<file path="config.mk">
export PLATFORM = sky130hd
export DESIGN_NAME = param_frame_loader_flat
export DESIGN_NICKNAME = d
export VERILOG_FILES = /design/src/rtl/param_frame_loader_if.sv /design/src/rtl/param_frame_loader.sv /design/src/flat_wrapper.sv
export SDC_FILE = /design/constraint.sdc
export NUM_CORES = 2
export LEC_CHECK = 0
export ABC_AREA = 1
export CAP_MARGIN = 10
export CORE_MARGIN = 3
export CORE_UTILIZATION = 58
export CTS_BUF_LIST = sky130_fd_sc_hd__clkbuf_4 sky130_fd_sc_hd__clkbuf_8
export DETAILED_ROUTE_END_ITERATION = 10
export PLACE_DENSITY_LB_ADDON = 0.25
export SKIP_CTS_REPAIR_TIMING = 1
export SLEW_MARGIN = 10
export SYNTH_ARGS = -nofsm -noshare
export SYNTH_HDL_FRONTEND = slang
export SYNTH_SLANG_ARGS = --single-unit
</file>
<file path="constraint.sdc">
create_clock -name clk -period 33.5 [get_ports clk]
set_input_delay 5.025 -clock clk [delete_from_list [all_inputs] [get_ports clk]]
set_output_delay 5.025 -clock clk [all_outputs]
set_load 0.02 [all_outputs]
</file>
<file path="src/rtl/param_frame_loader_if.sv">
// Byte-stream handshake into the parameter/activation frame loader.
// Master drives bytes, slave signals when it can take one.
interface param_frame_loader_if;
  logic [7:0] in_data;
  logic       in_valid;
  logic       in_ready;

  modport master (
    output in_data,
    output in_valid,
    input  in_ready
  );

  modport slave (
    input  in_data,
    input  in_valid,
    output in_ready
  );
endinterface

</file>
<file path="src/rtl/param_frame_loader.sv">
// Framed byte loader: assembles parameter or activation frames in a
// shadow register and commits them atomically to the classifier buses.
module param_frame_loader #(
  parameter int          PARAM_BYTES = 52,
  parameter int          ACT_BYTES   = 6,
  parameter logic [7:0]  HDR_PARAM   = 8'hA5,
  parameter logic [7:0]  HDR_ACT     = 8'h5A
) (
  input  logic          clk,
  input  logic          rst,
  param_frame_loader_if.slave stream,
  output logic [87:0]   weights2,
  output logic [263:0]  weights6,
  output logic [15:0]   bias2,
  output logic [47:0]   bias6,
  output logic [43:0]   activations,
  output logic          load_params,
  output logic          act_valid,
  output logic          busy,
  output logic          err
);

  localparam logic [2:0] IDLE     = 3'd0;
  localparam logic [2:0] PARAM    = 3'd1;
  localparam logic [2:0] ACT      = 3'd2;
  localparam logic [2:0] COMMIT_P = 3'd3;
  localparam logic [2:0] COMMIT_A = 3'd4;

  localparam logic [5:0] P_LAST = 6'(PARAM_BYTES - 1);
  localparam logic [5:0] A_LAST = 6'(ACT_BYTES - 1);

  logic [2:0]                 state;
  logic [5:0]                 cnt;
  logic [8*PARAM_BYTES-1:0]   pshadow;
  logic [8*ACT_BYTES-1:0]     ashadow;
  logic                       take;
  logic                       loading;
  logic                       unused_ashadow;

  assign loading = (state == IDLE) ||
                   (state == PARAM) ||
                   (state == ACT);

  // Ready is forced low while reset is held.
  assign stream.in_ready = !rst && loading;
  assign take            = stream.in_valid && stream.in_ready;
  assign busy            = (state != IDLE);

  // Top nibble of the activation frame is padding.
  assign unused_ashadow = ^ashadow[8*ACT_BYTES-1:44];

  always_ff @(posedge clk or posedge rst) begin
    if (rst) begin
      state       <= IDLE;
      cnt         <= '0;
      pshadow     <= '0;
      ashadow     <= '0;
      weights2    <= '0;
      weights6    <= '0;
      bias2       <= '0;
      bias6       <= '0;
      activations <= '0;
      load_params <= 1'b0;
      act_valid   <= 1'b0;
      err         <= 1'b0;
    end else begin
      load_params <= 1'b0;
      act_valid   <= 1'b0;
      err         <= 1'b0;
      case (state)
        IDLE: begin
          if (take) begin
            if (stream.in_data == HDR_PARAM) begin
              state <= PARAM;
              cnt   <= '0;
            end else if (stream.in_data == HDR_ACT) begin
              state <= ACT;
              cnt   <= '0;
            end else begin
              err <= 1'b1;
            end
          end
        end
        PARAM: begin
          if (take) begin
            pshadow[{cnt, 3'b000} +: 8] <= stream.in_data;
            cnt <= cnt + 6'd1;
            if (cnt == P_LAST) begin
              state <= COMMIT_P;
            end
          end
        end
        ACT: begin
          if (take) begin
            ashadow[{cnt[2:0], 3'b000} +: 8] <= stream.in_data;
            cnt <= cnt + 6'd1;
            if (cnt == A_LAST) begin
              state <= COMMIT_A;
            end
          end
        end
        COMMIT_P: begin
          weights2    <= pshadow[87:0];
          weights6    <= pshadow[351:88];
          bias2       <= pshadow[367:352];
          bias6       <= pshadow[415:368];
          load_params <= 1'b1;
          state       <= IDLE;
        end
        COMMIT_A: begin
          activations <= ashadow[43:0];
          act_valid   <= 1'b1;
          state       <= IDLE;
        end
        default: begin
          state <= IDLE;
        end
      endcase
    end
  end

endmodule
</file>
<file path="src/flat_wrapper.sv">
// flat-port wrapper written by rule: the top's interface ports become plain ports
module param_frame_loader_flat 
#(
  parameter int          PARAM_BYTES = 52,
  parameter int          ACT_BYTES   = 6,
  parameter logic [7:0]  HDR_PARAM   = 8'hA5,
  parameter logic [7:0]  HDR_ACT     = 8'h5A
)
  (clk, rst, weights2, weights6, bias2, bias6, activations, load_params, act_valid, busy, err, stream_in_data, stream_in_valid, stream_in_ready);
  param_frame_loader_if stream_i ();
  input  logic clk;
  input  logic rst;
  output logic [87:0] weights2;
  output logic [263:0] weights6;
  output logic [15:0] bias2;
  output logic [47:0] bias6;
  output logic [43:0] activations;
  output logic load_params;
  output logic act_valid;
  output logic busy;
  output logic err;
  input wire logic [$bits(stream_i.in_data)-1:0] stream_in_data;
  input wire logic [$bits(stream_i.in_valid)-1:0] stream_in_valid;
  output wire logic [$bits(stream_i.in_ready)-1:0] stream_in_ready;
  assign stream_i.in_data = stream_in_data;
  assign stream_i.in_valid = stream_in_valid;
  assign stream_in_ready = stream_i.in_ready;
  param_frame_loader #(.PARAM_BYTES(PARAM_BYTES), .ACT_BYTES(ACT_BYTES), .HDR_PARAM(HDR_PARAM), .HDR_ACT(HDR_ACT)) u_core (.clk(clk), .rst(rst), .stream(stream_i), .weights2(weights2), .weights6(weights6), .bias2(bias2), .bias6(bias6), .activations(activations), .load_params(load_params), .act_valid(act_valid), .busy(busy), .err(err));
endmodule
</file>
==> impl_metrics.csv <==
group,metric,value,unit
outcome,outcome,"finished clean",
logic_synthesis,synth_nets,4433,
floorplanning,io_pins,476,
critical_path,critPathMaxFanout,2,
logic_synthesis,synthArstFlopShare,100,%
pwr,ir_drop,0.0000685,V
grt,grt_pass1_wl,181000,um
pwr,power_density,64.2,mW/mm^2
grt,grt_max_degree,192,
cts,path_clk_slew,60,ps
logic_synthesis,ys_ff_latch,932,
critical_path,reg2reg_depth,10,
logic_synthesis,yosys_warnings,0,
logic_synthesis,seq_area_frac_synth,61.1,%
logic_synthesis,avgSynthCellArea,8.65,sq um
hold_path,whs_path_depth,2,
critical_path,cp.arrival,6280,ps
logic_synthesis,synth-edff-count,0,
place,hpwl,77700,um
grt,grtUsageTotal,33.9,%
cts,cts.sinks,932,
logic_synthesis,netlist_area,0.0382,sq mm
cts,clock_latency,800,ps
cts,cts.path.max_buffers,3,
critical_path,setup.worst_path.class,"primary input to output port",
sta,period_minus_slack,11310,ps
floorplanning,die_area,0.0690,sq mm
grt,antenna_found_initial,1,
logic_synthesis,synth_area_leaders,"dfrtp_1 (61%), nand2_1 (20%), nand3_1 (4.5%)",
place,io_buffers,475,
sta,rsz0062_at_grt,"no",
floorplanning,start_util,58.9,%
floorplanning,die_x,263,um
sta,timing.slew.headroom,26.0,%
sta,tightestPinTransition,1110,ps
grt,overflow,0,
routing,drt_iter0_drc,3758,
floorplanning,fp.coreArea,0.0648,sq mm
pwr,power_leakage,0.0240,uW
sta,hold-worst-slack,448,ps
critical_path,cp-end-kind,"output port",
logic_synthesis,ys.flop_type,"dfrtp_1",
cts,cts_buffers,150,
routing,drtPass1Iterations,6,
grt,grt_pass1_vias,31200,
routing,ant_nets,0,
routing,num_vias,32200,
final_layout,fin_nets,4863,
sta,skew,24.8,ps
final_layout,fillers,4933,
sta,fmax,0.0884,GHz
logic_synthesis,synth_top_area_share,61.1,%
cts,cts_tree,"yes",
job,max_cap_violations,0,
final_layout,syn2layout_area_growth,21.3,%
sta,drv_slew,0,
cts,cts-root-buf,"clkbuf_8",
cts,h-tree-depth,4,
routing,drt-total-wl,117000,um
routing,vias_per_cell,5.56,
critical_path,cp.required,28470,ps
critical_path,start_kind,"primary input",
logic_synthesis,synth_cell_types,33,
sta,setup_viol,0,
logic_synthesis,syn-instance-count,4417,
sta,fin_tns_setup,0,ps
sta,finalHoldViolCount,0,
logic_synthesis,yosys.area.top_type,"dfrtp_1",
routing,drc,0,
sta,period_share,33.8,%
final_layout,layout-drive-gt1-share,7.44,%
place,finalWeightedCongestion,0.922,
floorplanning,rows,93,
routing,wl_per_cell,20.1,um
hold_path,hold_path_class,"flop to flop",
floorplanning,die_y,263,um
==> layout make-up <==
class	instances	area, sq um	area share (%)
diodes	1	2.50	0.00540
clock buffers	235	2920	6.29
clock inverters	18	120	0.259
inverters	175	672	1.45
multi-input cells	3072	13200	28.4
flip-flops and latches	932	23300	50.3
well taps	855	1070	2.31
repair buffers	516	5060	10.9
==> kinds of logic after synthesis <==
| group | after synthesis | share of synthesized area [%] |
|---|---|---|
| and+or+nand+nor | 2756 | 29.6 |
| DFF | 932 | 61.1 |
| buffers and inverters | 413 | 4.54 |
| AOI/OAI and AO/OA | 307 | 4.53 |
| adders and majority gates | 5 | 0.164 |
| xor gates and xnor gates | 4 | 0.0917 |
==> cell usage after synthesis (3+ instances only) <==
| master | count |
|---|---|
| nand2_1 | 2046 |
| dfrtp_1 | 932 |
| nand3_1 | 344 |
| nor2_1 | 217 |
| o21ai_0 | 211 |
| clkbuf_1 | 162 |
| inv_1 | 159 |
| o21bai_1 | 73 |
| nand4_1 | 64 |
| buf_2 | 47 |
| buf_4 | 21 |
| nor3_1 | 17 |
| a21oi_1 | 16 |
| nand3b_1 | 16 |
| nor2_2 | 14 |
| inv_2 | 11 |
| nor3_2 | 9 |
| nand2_2 | 7 |
| nor2_4 | 7 |
| buf_6 | 6 |
| nand3_2 | 6 |
| clkinv_1 | 5 |
| ha_1 | 5 |
| o31ai_1 | 4 |
| xor2_1 | 4 |
| nor3_4 | 3 |
| o21ai_1 | 3 |
==> power breakdown <==
part | total [uW] | leakage (uW) | internal (uW) | switching [uW]
sequential | 1240 | 0.0125 | 1200 | 47.7
combinational | 736 | 0.00979 | 180 | 556
clock | 993 | 0.00162 | 550 | 443
total | 2970 | 0.0240 | 1930 | 1050
==> state kept, by name, summed over array words and instances, names as in the netlist, 6 cells and up <==
register            cells
u_core.ashadow         44
u_core.weights2        88
u_core.bias2           16
u_core.pshadow        416
u_core.activations     44
u_core.weights6       264
u_core.cnt              6
u_core.bias6           48
==> path summary, 6_finish.rpt <==
check                                    start                      to  slack (ps)
max                                        rst         stream_in_ready       22190
min                        u_core.pshadow[156]     u_core.weights6[68]         450
max reg2reg                      u_core.cnt[0]      u_core.pshadow[81]       28800
min reg2reg                u_core.pshadow[156]     u_core.weights6[68]         450
max in group asynchronous                  rst      u_core.pshadow[30]       26230
min in group asynchronous                  rst  u_core.activations[38]        4800
==> through the flow <==
| stage | utilization, % | setup slack [ps] | total power [uW] | cell area (sq um) | instances |
|---|---|---|---|---|---|
| 2_1_floorplan | - | 2230 | 1720 | 38200 | 4417 |
| 3_3_place_gp | 66.8 | 22190 | 1970 | 43300 | 5549 |
| 3_5_place_dp | 66.8 | 22180 | 1980 | 43300 | 5549 |
| 4_1_cts | 71.5 | 22180 | 2980 | 46300 | 5802 |
| 5_1_grt | 71.5 | 22130 | 3090 | 46300 | 5804 |
| 6_report | 71.5 | 22190 | 2970 | 46300 | 5804 |
==> metal layers <==
metal | wire length (um) | track usage [%]
met5 | 0 | 0
met4 | 5610 | 16.0
met3 | 10600 | 7.86
met2 | 54200 | 52.6
met1 | 46500 | 45.8
==> cell usage in the layout (no fill, tap or decap), types with 3 or more instances in the layout <==
master,netlist,layout
clkbuf_4,0,51
nand2_1,2046,2046
inv_6,0,6
clkinv_1,5,5
nor2_4,7,10
o31ai_1,4,4
nand3b_1,16,16
buf_4,21,37
inv_2,11,10
nand4_1,64,64
nor3_2,9,9
clkinv_2,0,9
nand3_2,6,6
nand3_1,344,344
nor3_4,3,3
nor2_1,217,214
clkdlybuf4s50_1,0,467
clkinvlp_4,0,3
nand2_2,7,7
buf_12,0,3
inv_1,159,158
xor2_1,4,4
o21ai_0,211,211
o21bai_1,73,73
ha_1,5,5
o21ai_1,3,3
buf_2,47,8
nor2_2,14,14
a21oi_1,16,16
clkbuf_8,0,184
dfrtp_1,932,932
nor3_1,17,17
==> critical path, cell delays in order <==
cell and delay, ps:
clkdlybuf4s50_1 510, nor2_1 140, clkdlybuf4s50_1 610
(Power assumes the default switching activity.)
